--- src/rtl/fusion_mac_ctrl_pkg.sv ---
// Shared definitions for the fusion MAC controller.
//   state_e      : controller states (IDLE, RUN, DRAIN, DONE)
//   WIDTH_*      : legal operand widths
//   OPND_W       : raw operand port width
//   PROD_W       : fusion_unit product width
//   width_legal  : 1 when a width code is one of the legal widths
//   width_mask   : keep-mask for the low <width> bits of an operand
package fusion_mac_ctrl_pkg;

  typedef enum logic [1:0] {
    S_IDLE  = 2'd0,
    S_RUN   = 2'd1,
    S_DRAIN = 2'd2,
    S_DONE  = 2'd3
  } state_e;

  localparam logic [3:0] WIDTH_1 = 4'd1;
  localparam logic [3:0] WIDTH_2 = 4'd2;
  localparam logic [3:0] WIDTH_4 = 4'd4;
  localparam logic [3:0] WIDTH_8 = 4'd8;

  localparam int OPND_W = 8;
  localparam int PROD_W = 16;

  function automatic logic width_legal(input logic [3:0] w);
    return (w == WIDTH_1) || (w == WIDTH_2) || (w == WIDTH_4) || (w == WIDTH_8);
  endfunction

  function automatic logic [OPND_W-1:0] width_mask(input logic [3:0] w);
    logic [OPND_W-1:0] m;
    case (w)
      WIDTH_1: m = 8'h01;
      WIDTH_2: m = 8'h03;
      WIDTH_4: m = 8'h0F;
      WIDTH_8: m = 8'hFF;
      default: m = 8'h00;
    endcase
    return m;
  endfunction

endpackage

--- src/rtl/fusion_mac_ctrl_fusion_unit.sv ---
// fusion_unit: variable-precision multiplier.
//   in_i, wt_i          : operands, already masked to their widths
//   in_width_i/wt_width_i: operand widths (1, 2, 4 or 8)
//   s_in_i/s_wt_i       : operand signedness
//   prod_o              : 16-bit two's complement (or unsigned) product
// Each operand is widened to 9-bit signed from its own width, so a signed
// 1-bit value of 1 means -1 and an unsigned 8-bit 255 stays +255.
module fusion_unit
  import fusion_mac_ctrl_pkg::*;
(
  input  logic [OPND_W-1:0] in_i,
  input  logic [OPND_W-1:0] wt_i,
  input  logic [3:0]        in_width_i,
  input  logic [3:0]        wt_width_i,
  input  logic              s_in_i,
  input  logic              s_wt_i,
  output logic [PROD_W-1:0] prod_o
);

  function automatic logic signed [OPND_W:0] ext_opnd(input logic [OPND_W-1:0] x,
                                                      input logic [3:0]        w,
                                                      input logic              s);
    logic [OPND_W-1:0] m;
    logic [OPND_W-1:0] top;
    logic              neg;
    m   = width_mask(w);
    top = m & ~(m >> 1);               // single bit at position width-1
    neg = s & (|(x & top));
    return neg ? {1'b1, x | ~m} : {1'b0, x};
  endfunction

  logic signed [OPND_W:0]   in_ext;
  logic signed [OPND_W:0]   wt_ext;
  logic signed [PROD_W-1:0] in_16;
  logic signed [PROD_W-1:0] wt_16;
  logic signed [PROD_W-1:0] prod_s;

  assign in_ext = ext_opnd(in_i, in_width_i, s_in_i);
  assign wt_ext = ext_opnd(wt_i, wt_width_i, s_wt_i);
  assign in_16  = PROD_W'(in_ext);
  assign wt_16  = PROD_W'(wt_ext);
  // Any legal product fits in 16 bits, so the low half is exact.
  assign prod_s = in_16 * wt_16;
  assign prod_o = prod_s;

endmodule

--- src/rtl/fusion_mac_ctrl.sv ---
// fusion_mac_ctrl: streaming dot-product controller around one fusion_unit.
//   clk, rst_n          : clock, asynchronous active-low reset
//   start, cfg_*        : job request and configuration (sampled in IDLE)
//   op_valid/op_ready   : operand-pair stream handshake, op_in/op_weight data
//   res_valid/res_ready : result handshake, res_data accumulated sum
//   busy                : high outside IDLE
//   cfg_err             : one-cycle pulse when start carries an illegal width
module fusion_mac_ctrl
  import fusion_mac_ctrl_pkg::*;
#(
  parameter int LEN_W = 8,
  parameter int ACC_W = 24
) (
  input  logic              clk,
  input  logic              rst_n,
  input  logic              start,
  input  logic [3:0]        cfg_in_width,
  input  logic [3:0]        cfg_weight_width,
  input  logic              cfg_s_in,
  input  logic              cfg_s_weight,
  input  logic [LEN_W-1:0]  cfg_len,
  input  logic              op_valid,
  output logic              op_ready,
  input  logic [OPND_W-1:0] op_in,
  input  logic [OPND_W-1:0] op_weight,
  output logic              res_valid,
  input  logic              res_ready,
  output logic [ACC_W-1:0]  res_data,
  output logic              busy,
  output logic              cfg_err
);

  state_e             state_q, state_d;
  logic [LEN_W-1:0]   count_q, len_q;
  logic [3:0]         in_w_q, wt_w_q;
  logic               s_in_q, s_wt_q;
  logic [OPND_W-1:0]  in_p0_q, wt_p0_q;
  logic               vld_p0_q;
  logic signed [ACC_W-1:0] acc_q;
  logic               cfg_err_q;

  logic               legal, accept, reject, xfer;
  logic [PROD_W-1:0]  prod;
  logic signed [ACC_W-1:0] prod_ext;

  assign legal  = width_legal(cfg_in_width) && width_legal(cfg_weight_width);
  assign accept = (state_q == S_IDLE) && start && legal;
  assign reject = (state_q == S_IDLE) && start && !legal;
  assign xfer   = op_valid && op_ready;

  always_comb begin
    state_d = state_q;
    unique case (state_q)
      S_IDLE:  if (accept) state_d = (cfg_len == '0) ? S_DONE : S_RUN;
      S_RUN:   if (xfer && (count_q == len_q - LEN_W'(1))) state_d = S_DRAIN;
      S_DRAIN: state_d = S_DONE;
      S_DONE:  if (res_ready) state_d = S_IDLE;
      default: state_d = S_IDLE;
    endcase
  end

  // Stage p0 -> accumulator: multiply the registered pair, extend, add.
  fusion_unit u_fusion (
    .in_i       (in_p0_q),
    .wt_i       (wt_p0_q),
    .in_width_i (in_w_q),
    .wt_width_i (wt_w_q),
    .s_in_i     (s_in_q),
    .s_wt_i     (s_wt_q),
    .prod_o     (prod)
  );

  assign prod_ext = {{(ACC_W-PROD_W){prod[PROD_W-1] & (s_in_q | s_wt_q)}}, prod};

  always_ff @(posedge clk or negedge rst_n) begin
    if (!rst_n) begin
      state_q   <= S_IDLE;
      count_q   <= '0;
      len_q     <= '0;
      in_w_q    <= '0;
      wt_w_q    <= '0;
      s_in_q    <= 1'b0;
      s_wt_q    <= 1'b0;
      in_p0_q   <= '0;
      wt_p0_q   <= '0;
      vld_p0_q  <= 1'b0;
      acc_q     <= '0;
      cfg_err_q <= 1'b0;
    end else begin
      state_q   <= state_d;
      cfg_err_q <= reject;
      if (accept) begin
        len_q   <= cfg_len;
        in_w_q  <= cfg_in_width;
        wt_w_q  <= cfg_weight_width;
        s_in_q  <= cfg_s_in;
        s_wt_q  <= cfg_s_weight;
        count_q <= '0;
      end else if (xfer) begin
        count_q <= count_q + LEN_W'(1);
      end
      // Input stage: capture the transferred pair with high bits cleared.
      vld_p0_q <= xfer;
      if (xfer) begin
        in_p0_q <= op_in & width_mask(in_w_q);
        wt_p0_q <= op_weight & width_mask(wt_w_q);
      end
      // Accumulate stage: the pair captured last cycle lands here.
      if (accept)        acc_q <= '0;
      else if (vld_p0_q) acc_q <= acc_q + prod_ext;
    end
  end

  assign op_ready  = (state_q == S_RUN) && (count_q < len_q);
  assign res_valid = (state_q == S_DONE);
  assign res_data  = acc_q;
  assign busy      = (state_q != S_IDLE);
  assign cfg_err   = cfg_err_q;

endmodule

--- config.mk ---
export PLATFORM = sky130hd
export DESIGN_NAME = fusion_mac_ctrl
export DESIGN_NICKNAME = d
export VERILOG_FILES = /design/src/rtl/fusion_mac_ctrl_pkg.sv /design/src/rtl/fusion_mac_ctrl_fusion_unit.sv /design/src/rtl/fusion_mac_ctrl.sv
export SDC_FILE = /design/constraint.sdc
export NUM_CORES = 1
export LEC_CHECK = 0
export ABC_CLOCK_PERIOD_IN_PS = 11740
export BUFFER_PORTS_ARGS = -buffer_cell sky130_fd_sc_hd__buf_2
export CORE_UTILIZATION = 45
export DETAILED_ROUTE_END_ITERATION = 16
export GPL_TIMING_DRIVEN = 0
export SKIP_LAST_GASP = 1
export SYNTH_ARGS = -nofsm -noshare
export SYNTH_HDL_FRONTEND = slang
export SYNTH_SLANG_ARGS = --single-unit
--- constraint.sdc ---
create_clock -name clk -period 11.74 [get_ports clk]
set_clock_uncertainty 0.15 [all_clocks]
set_input_delay 1.761 -clock clk [delete_from_list [all_inputs] [get_ports clk]]
set_output_delay 1.761 -clock clk [all_outputs]
set_load 0.01 [all_outputs]
==> flow_metrics.py, run 1 <==
metrics = {
    "run_status": {
        "run_status": "finished, final reports clean",
    },
    "floorplan": {
        "die_span_in_y_um": 131.8,
        "start_util": 0.4591,
        "die_x_um": 131.8,
        "ioPinCount": 67,
        "core_mm2": 0.01652,
        "core.rowCount": 47,
        "design.die.area_mm2": 0.01738,
    },
    "synth": {
        "synth.yosys.warnings": 0,
        "seq_area_frac_synth": 0.2309,
        "count_of_flip_flops_with_a_built_in_enable_after_synthesis": 0,
        "ys_types": 73,
        "syn_area_per_cell_um2": 8.811,
        "syn_nets": 1030,
        "postSynthCellCount": 861,
        "postSynth.topFlopCell": "dfrtp_1",
        "yosys_register_bits": 70,
        "synthesis.area_mm2": 0.007586,
        "async_reset_ff_frac": 1.000,
    },
    "global_routing": {
        "number_of_antenna_violations_at_the_first_check_in_global_routing": 0,
        "remaining_global_route_overflow": 0,
        "number_of_global_route_vias_before_repair": 5943,
        "grt_first_pass_wirelength_mm": 28.96,
        "grt_max_degree": 68,
        "grt_use_total": 0.2074,
    },
    "clock_network": {
        "post_cts_resized": 0,
        "cts_setup_buffers": 0,
        "cts.clk_slew.worst_paths_ns": 0.05,
        "clk_root_buffer_cell": "clkbuf_16",
        "cts_tree": "done",
        "tritoncts_sink_count": 70,
        "clockBufferDepth": 2,
        "cts.htree.levels": 3,
        "tritoncts.num_buffers": 9,
        "ctsHoldBuffers": 0,
        "worst_skew_pair.late_latency_ns": 0.33,
    },
    "detailed_routing": {
        "dr.first_iter.drc_count": 317,
        "dr_wl_met2_mm": 8.332,
        "met3RoutedLength_um": 463,
        "postRouteWirelength_mm": 17.17,
        "via_density_per_instance": 5.236,
        "highest_layer": "met4",
        "route.vias.total": 6084,
        "firstDrtPassIters": 4,
        "route.layer.met1.wl_mm": 8.185,
        "routed_wire_length_per_instance_um": 14.77,
        "detail-route-antenna-nets": 0,
        "drc": 0,
    },
    "sta": {
        "rsz0062_at_grt": "no",
        "timing.setup.tns_ns": 0,
        "timing_max_transition_violations_final": 0,
        "worst_slack_ns": 1.984,
        "finalHoldViolations": 0,
        "worst-slew-pin-transition_ns": 0.8596,
        "finalCritPeriodShare": 0.8310,
        "relSlewSlack": 0.4231,
        "max_freq_mhz": 102.5,
        "layout_min_cycle_time_ns": 9.756,
        "setup_violations": 0,
    },
    "layout": {
        "fin_area_mm2": 0.008497,
        "fin_cells": 1162,
        "final_net_count": 1108,
        "insertedDiodeCount": 0,
        "utilization": 0.5142,
        "multiInputGateArea_mm2": 0.005331,
        "post_route_cells_drive_above_1_share": 0.1348,
        "fill_cells": 1596,
        "area_growth_from_synthesis_to_layout_pct": 12.01,
        "layout.area.seq_mm2": 0.001752,
    },
    "place": {
        "placedInstanceArea_mm2": 0.008222,
        "dp.final_hpwl_mm": 13.93,
        "dpl_worst_slack_ns": 1.981,
        "placed_cells_incl_taps": 1148,
        "numPortBuffers": 66,
        "finalWeightedCongestion": 0.8706,
    },
    "worst_setup_path": {
        "critical_path.startpoint_type": "register",
        "critical_path.slowest_cell": "fa_1",
        "worst_path_most_repeated_cell": "fa_1",
        "timing.critical_path.arrival_ns": 9.80,
        "critical_path_peak_fanout": 10,
        "timing_worst_setup_path_type": "register to register",
        "crit_path_end_kind": "register",
        "max_stage_delay_ns": 0.55,
        "crit_required_ns": 11.79,
    },
    "min_path": {
        "hp-class": "register to register",
    },
    "power_and_ir_drop": {
        "vdd.ir_drop.worst_mv": 0.1121,
        "p_per_area_mw_per_mm2": 230.5,
        "leakagePower_nw": 4.197,
    },
    "flow_run": {
        "max_cap_violations": 0,
    },
}
metrics by stage:
stage / power (mW) / hold slack [ns]
after floorplan: 1.382 / 0.2925
after global placement: 1.699 / 0.3127
final: 1.959 / 0.3320
after CTS: 1.980 / 0.3360
after detailed placement: 1.711 / 0.3245
after global routing: 2.163 / 0.3763
layer usage:
layer | track usage | up-vias
met5 | 0 | -
met3 | 0.02807 | 14
met2 | 0.3463 | 80
met1 | 0.2843 | 2959
met4 | 0.05168 | 0
li1 | - | 3031
power breakdown:
| group | total (mW) | switching, mW | leakage, nW | internal (mW) |
|---|---|---|---|---|
| combinational | 1.21 | 0.701 | 3.18 | 0.510 |
| sequential | 0.493 | 0.136 | 0.881 | 0.357 |
| clock | 0.255 | 0.0971 | 0.138 | 0.158 |
| total | 1.96 | 0.935 | 4.20 | 1.02 |
cells in the final DEF, fill, tap and decap left out, types with 4 or more instances in the layout:
cell type / netlist / final
clkbuf_1: 18 / 19
mux2i_1: 15 / 15
nand3b_1: 4 / 4
and2_1: 8 / 8
a211oi_1: 8 / 8
fa_1: 64 / 64
nor2_1: 109 / 109
nor2b_1: 12 / 12
nor4_1: 9 / 9
clkbuf_16: 0 / 9
a21oi_1: 27 / 27
inv_1: 101 / 101
xnor2_1: 35 / 35
nand2b_1: 5 / 5
or2_2: 9 / 9
o21a_1: 14 / 14
dfrtp_1: 70 / 70
or3_1: 7 / 7
ha_1: 66 / 66
mux2_2: 10 / 10
o21ai_0: 61 / 61
a21o_1: 8 / 8
xor2_1: 20 / 20
nand2_1: 80 / 80
nand3_1: 9 / 9
nor3b_1: 6 / 6
nor3_1: 12 / 12
buf_2: 4 / 69
area by class of cell:
class	instances	area share
Multi-Input combinational cell	663	0.6274
Sequential cell	70	0.2062
Inverter	102	0.04565
Timing Repair Buffer	67	0.04241
Tap cell	220	0.03240
Clock buffer	13	0.03181
Buffer	26	0.01355
Clock inverter	1	0.0005890
Yosys cell counts, types with 15 or more instances:
cell type / count / share of area
nor2_1: 109 / 0.054
inv_1: 101 / 0.050
nand2_1: 80 / 0.040
dfrtp_1: 70 / 0.23
ha_1: 66 / 0.11
fa_1: 64 / 0.17
o21ai_0: 61 / 0.040
xnor2_1: 35 / 0.040
a21oi_1: 27 / 0.018
xor2_1: 20 / 0.023
clkbuf_1: 18 / 0.0089
mux2i_1: 15 / 0.020
path summary, 6_finish.rpt:
check | startpoint | to | slack [ns] | cells after the start
max in group asynchronous | rst_n | res_data[3] | 9.82 | 2
min in group asynchronous | rst_n | in_w_q[1] | 1.07 | 1
min | wt_p0_q[2] | wt_p0_q[2] | 0.33 | 2
max reg2reg | wt_w_q[0] | res_data[23] | 1.98 | 33
max | wt_w_q[0] | res_data[23] | 1.98 | 33
min reg2reg | wt_p0_q[2] | wt_p0_q[2] | 0.33 | 2
critical path, delay by kind of cell, from the launching register on:
| kind | cells | cell delay, ns |
|---|---|---|
| adder cells (fa/ha/maj) | 7 | 3.23 |
| AO/OA/AOI/OAI | 8 | 2.07 |
| AND/OR/NAND/NOR | 8 | 1.87 |
| buffers and inverters | 6 | 1.00 |
| multiplexers | 2 | 0.56 |
| XOR/XNOR | 2 | 0.37 |
| flip-flops | 1 | 0.35 |
cells by family after synthesis:
kind of cell / share of synthesized area
AO/OA/AOI/OAI: 0.1310
XOR/XNOR: 0.06713
adder cells (fa/ha/maj): 0.2778
buffers and inverters: 0.06630
flip-flops: 0.2309
multiplexers: 0.03760
AND/OR/NAND/NOR: 0.1893
sequential cells by signal, summed over array words and instances, names as in the netlist:
register	count
count_q	8
vld_p0_q	1
wt_w_q	4
len_q	8
in_p0_q	8
s_wt_q	1
in_w_q	4
state_q	2
s_in_q	1
cfg_err	1
wt_p0_q	8
res_data	24
Note: power is estimated with default switching activity, not from simulation.
==> run 2: changes to the inputs <==
- ABC_AREA: not set -> 1
- ABC_CLOCK_PERIOD_IN_PS: 11740 -> 9700
- clock period: 11.74 -> 9.7 ns (I/O delays scaled with it)
==> run 2 against run 1 <==
Net effect: fmax is 25% higher; sequential share of layout area is 0.36 points higher; non-clock buffer count is 15 lower; clock power is 53% higher.
==> flow_metrics.py, run 2 <==
metrics = {
    "clock_network": {
        "worst_skew_pair.late_latency_ns": 0.34,
        "clockBufferDepth": 2,
        "cts.clk_slew.worst_paths_ns": 0.06,
        "post_cts_resized": 0,
        "cts.htree.levels": 3,
        "cts_setup_buffers": 0,
        "clk_root_buffer_cell": "clkbuf_16",
        "tritoncts.num_buffers": 9,
        "cts_tree": "done",
        "ctsHoldBuffers": 0,
        "tritoncts_sink_count": 70,
    },
    "global_routing": {
        "grt_first_pass_wirelength_mm": 28.15,
        "grt_max_degree": 67,
        "number_of_antenna_violations_at_the_first_check_in_global_routing": 0,
        "remaining_global_route_overflow": 0,
        "number_of_global_route_vias_before_repair": 5882,
        "grt_use_total": 0.2167,
    },
    "synth": {
        "synth_largest_type_area_fraction": 0.2376,
        "synth_largest_area_cell": "dfrtp_1",
        "postSynth.topFlopCell": "dfrtp_1",
        "synthesis.area_mm2": 0.007373,
        "async_reset_ff_frac": 1.000,
        "syn_area_per_cell_um2": 7.827,
        "syn_nets": 1111,
        "synth.yosys.warnings": 0,
        "seq_area_frac_synth": 0.2376,
        "post_synth_most_frequent_cells": "203 x nand2_1, 182 x inv_1, 80 x nor2_1",
        "ys_types": 49,
        "yosys_register_bits": 70,
        "synthTopCellsByArea": "dfrtp_1 24%, fa_1 17%, ha_1 11%, nand2_1 10%, inv_1 9.3%",
        "count_of_flip_flops_with_a_built_in_enable_after_synthesis": 0,
        "post-synth-top-count-cell": "nand2_1",
        "postSynthCellCount": 942,
    },
    "power_and_ir_drop": {
        "leakagePower_nw": 4.613,
        "netSwitchingPower_mw": 0.6470,
        "p_int_mw": 0.8726,
        "power_switching_share": 0.4258,
        "p_per_area_mw_per_mm2": 181.9,
        "power.share.clock": 0.256,
        "comb_pwr_share": 0.430,
        "vdd.ir_drop.worst_mv": 0.1239,
        "power.share.sequential": 0.314,
    },
    "detailed_routing": {
        "firstDrtPassIters": 5,
        "detail-route-antenna-nets": 0,
        "route.vias.total": 6122,
        "dr.first_iter.drc_count": 244,
        "postRouteWirelength_mm": 16.93,
        "routed_wire_length_per_instance_um": 13.64,
        "via_density_per_instance": 4.933,
        "drc": 0,
    },
    "sta": {
        "worst-slew-pin-transition_ns": 0.7846,
        "relSlewSlack": 0.4769,
        "finalCritPeriodShare": 0.8022,
        "timing.setup.tns_ns": 0,
        "setup_violations": 0,
        "finalHoldViolations": 0,
        "rsz0062_at_grt": "no",
        "max_freq_mhz": 128.5,
        "worst_slack_ns": 1.919,
        "layout_min_cycle_time_ns": 7.781,
        "timing_max_transition_violations_final": 0,
    },
    "worst_setup_path": {
        "crit_path_end_kind": "register",
        "crit_required_ns": 9.78,
        "critical_path.slowest_cell": "fa_1",
        "timing.critical_path.arrival_ns": 7.86,
        "critical_path.startpoint_type": "register",
        "worst_path_most_repeated_cell": "nand2_1",
        "critical_path_peak_fanout": 10,
        "timing_worst_setup_path_type": "register to register",
        "max_stage_delay_ns": 0.55,
    },
    "min_path": {
        "hp-class": "register to register",
    },
    "layout": {
        "layout.cells.most_common_list": "203 x nand2_1, 182 x inv_1, 80 x nor2_1, 70 x dfrtp_1, 66 x ha_1",
        "insertedDiodeCount": 0,
        "multiInputGateArea_mm2": 0.004842,
        "max_ffs_per_register": 24,
        "post_route_cells_drive_above_1_share": 0.1180,
        "fill_cells": 1602,
        "final_common_cell": "nand2_1",
        "layout.area.seq_mm2": 0.001752,
        "area_growth_from_synthesis_to_layout_pct": 13.29,
        "final_net_count": 1189,
    },
    "floorplan": {
        "die_x_um": 130.0,
        "ioPinCount": 67,
        "design.die.area_mm2": 0.01690,
        "core_mm2": 0.01594,
        "start_util": 0.4625,
        "core.rowCount": 46,
        "die_span_in_y_um": 130.0,
    },
    "place": {
        "numPortBuffers": 66,
        "dpl_worst_slack_ns": 1.911,
        "dp.final_hpwl_mm": 13.97,
        "finalWeightedCongestion": 0.8834,
    },
    "run_status": {
        "run_status": "finished, final reports clean",
    },
    "flow_run": {
        "max_cap_violations": 0,
    },
}
run 2: logic make-up (layout without fill, tap and decap cells):
| kind of cell | count (synthesis) | count (layout) | share of synthesized area |
|---|---|---|---|
| buffers and inverters | 197 | 280 | 0.1057 |
| AOI/OAI and AO/OA | 137 | 137 | 0.1042 |
| and+or+nand+nor | 373 | 373 | 0.2242 |
| xor gates and xnor gates | 35 | 35 | 0.04259 |
| adders and majority gates | 130 | 130 | 0.2858 |
| DFF | 70 | 70 | 0.2376 |
run 2: path summary, 6_finish.rpt:
| kind | start | end | slack, ns | cells after the start |
|---|---|---|---|---|
| worst max-delay path | in_w_q[0] | res_data[23] | 1.92 | 38 |
| worst min-delay path | wt_p0_q[2] | wt_p0_q[2] | 0.34 | 2 |
| worst max register to register | in_w_q[0] | res_data[23] | 1.92 | 38 |
| worst min register to register | wt_p0_q[2] | wt_p0_q[2] | 0.34 | 2 |
| max in group asynchronous | rst_n | wt_w_q[0] | 8.09 | 2 |
| min in group asynchronous | rst_n | res_data[23] | 0.77 | 1 |
run 2: power groups by stage:
stage / Clock [mW] / Combinational [mW] / Sequential (mW)
after floorplan: 0 / 0.461 / 0.470
after global routing: 0.409 / 0.756 / 0.491
after global placement: 0 / 0.652 / 0.479
after CTS: 0.396 / 0.664 / 0.477
final: 0.389 / 0.654 / 0.477
after detailed placement: 0 / 0.661 / 0.481
run 2: area by class of cell:
cell class | instances | share of cell area
Timing Repair Buffer | 67 | 0.04314
Multi-Input combinational cell | 675 | 0.5797
Buffer | 11 | 0.008838
Inverter | 186 | 0.08448
Clock buffer | 11 | 0.02906
Tap cell | 216 | 0.03235
Clock inverter | 5 | 0.01273
Sequential cell | 70 | 0.2097
run 2: routing by layer:
metal	GRT usage	vias to the layer above	routed length, um
met5	0	-	0
met4	0.06156	0	263
met3	0.02747	18	620
met2	0.3555	116	7749
met1	0.3011	2859	8292
li1	-	3129	-
run 2: critical path: cells and delay by family, from the launching register on:
kind / cells / cell delay (ns)
adders and majority gates: 7 / 3.38
and+or+nand+nor: 21 / 2.06
AOI/OAI and AO/OA: 4 / 1.11
DFF: 1 / 0.42
buffers and inverters: 5 / 0.37
xor gates and xnor gates: 1 / 0.18
run 2: metrics by stage:
step | power, mW | std cells | hold WS (ns) | utilization | cell area, um^2
floorplan | 0.9311 | 942 | 0.3037 | - | 7373
global placement | 1.130 | 1224 | 0.3210 | 0.5002 | 7974
detailed placement | 1.141 | 1225 | 0.3247 | 0.5020 | 8004
CTS | 1.538 | 1241 | 0.3397 | 0.5239 | 8353
global route | 1.656 | 1241 | 0.3792 | 0.5239 | 8353
finish | 1.520 | 1241 | 0.3365 | 0.5239 | 8353
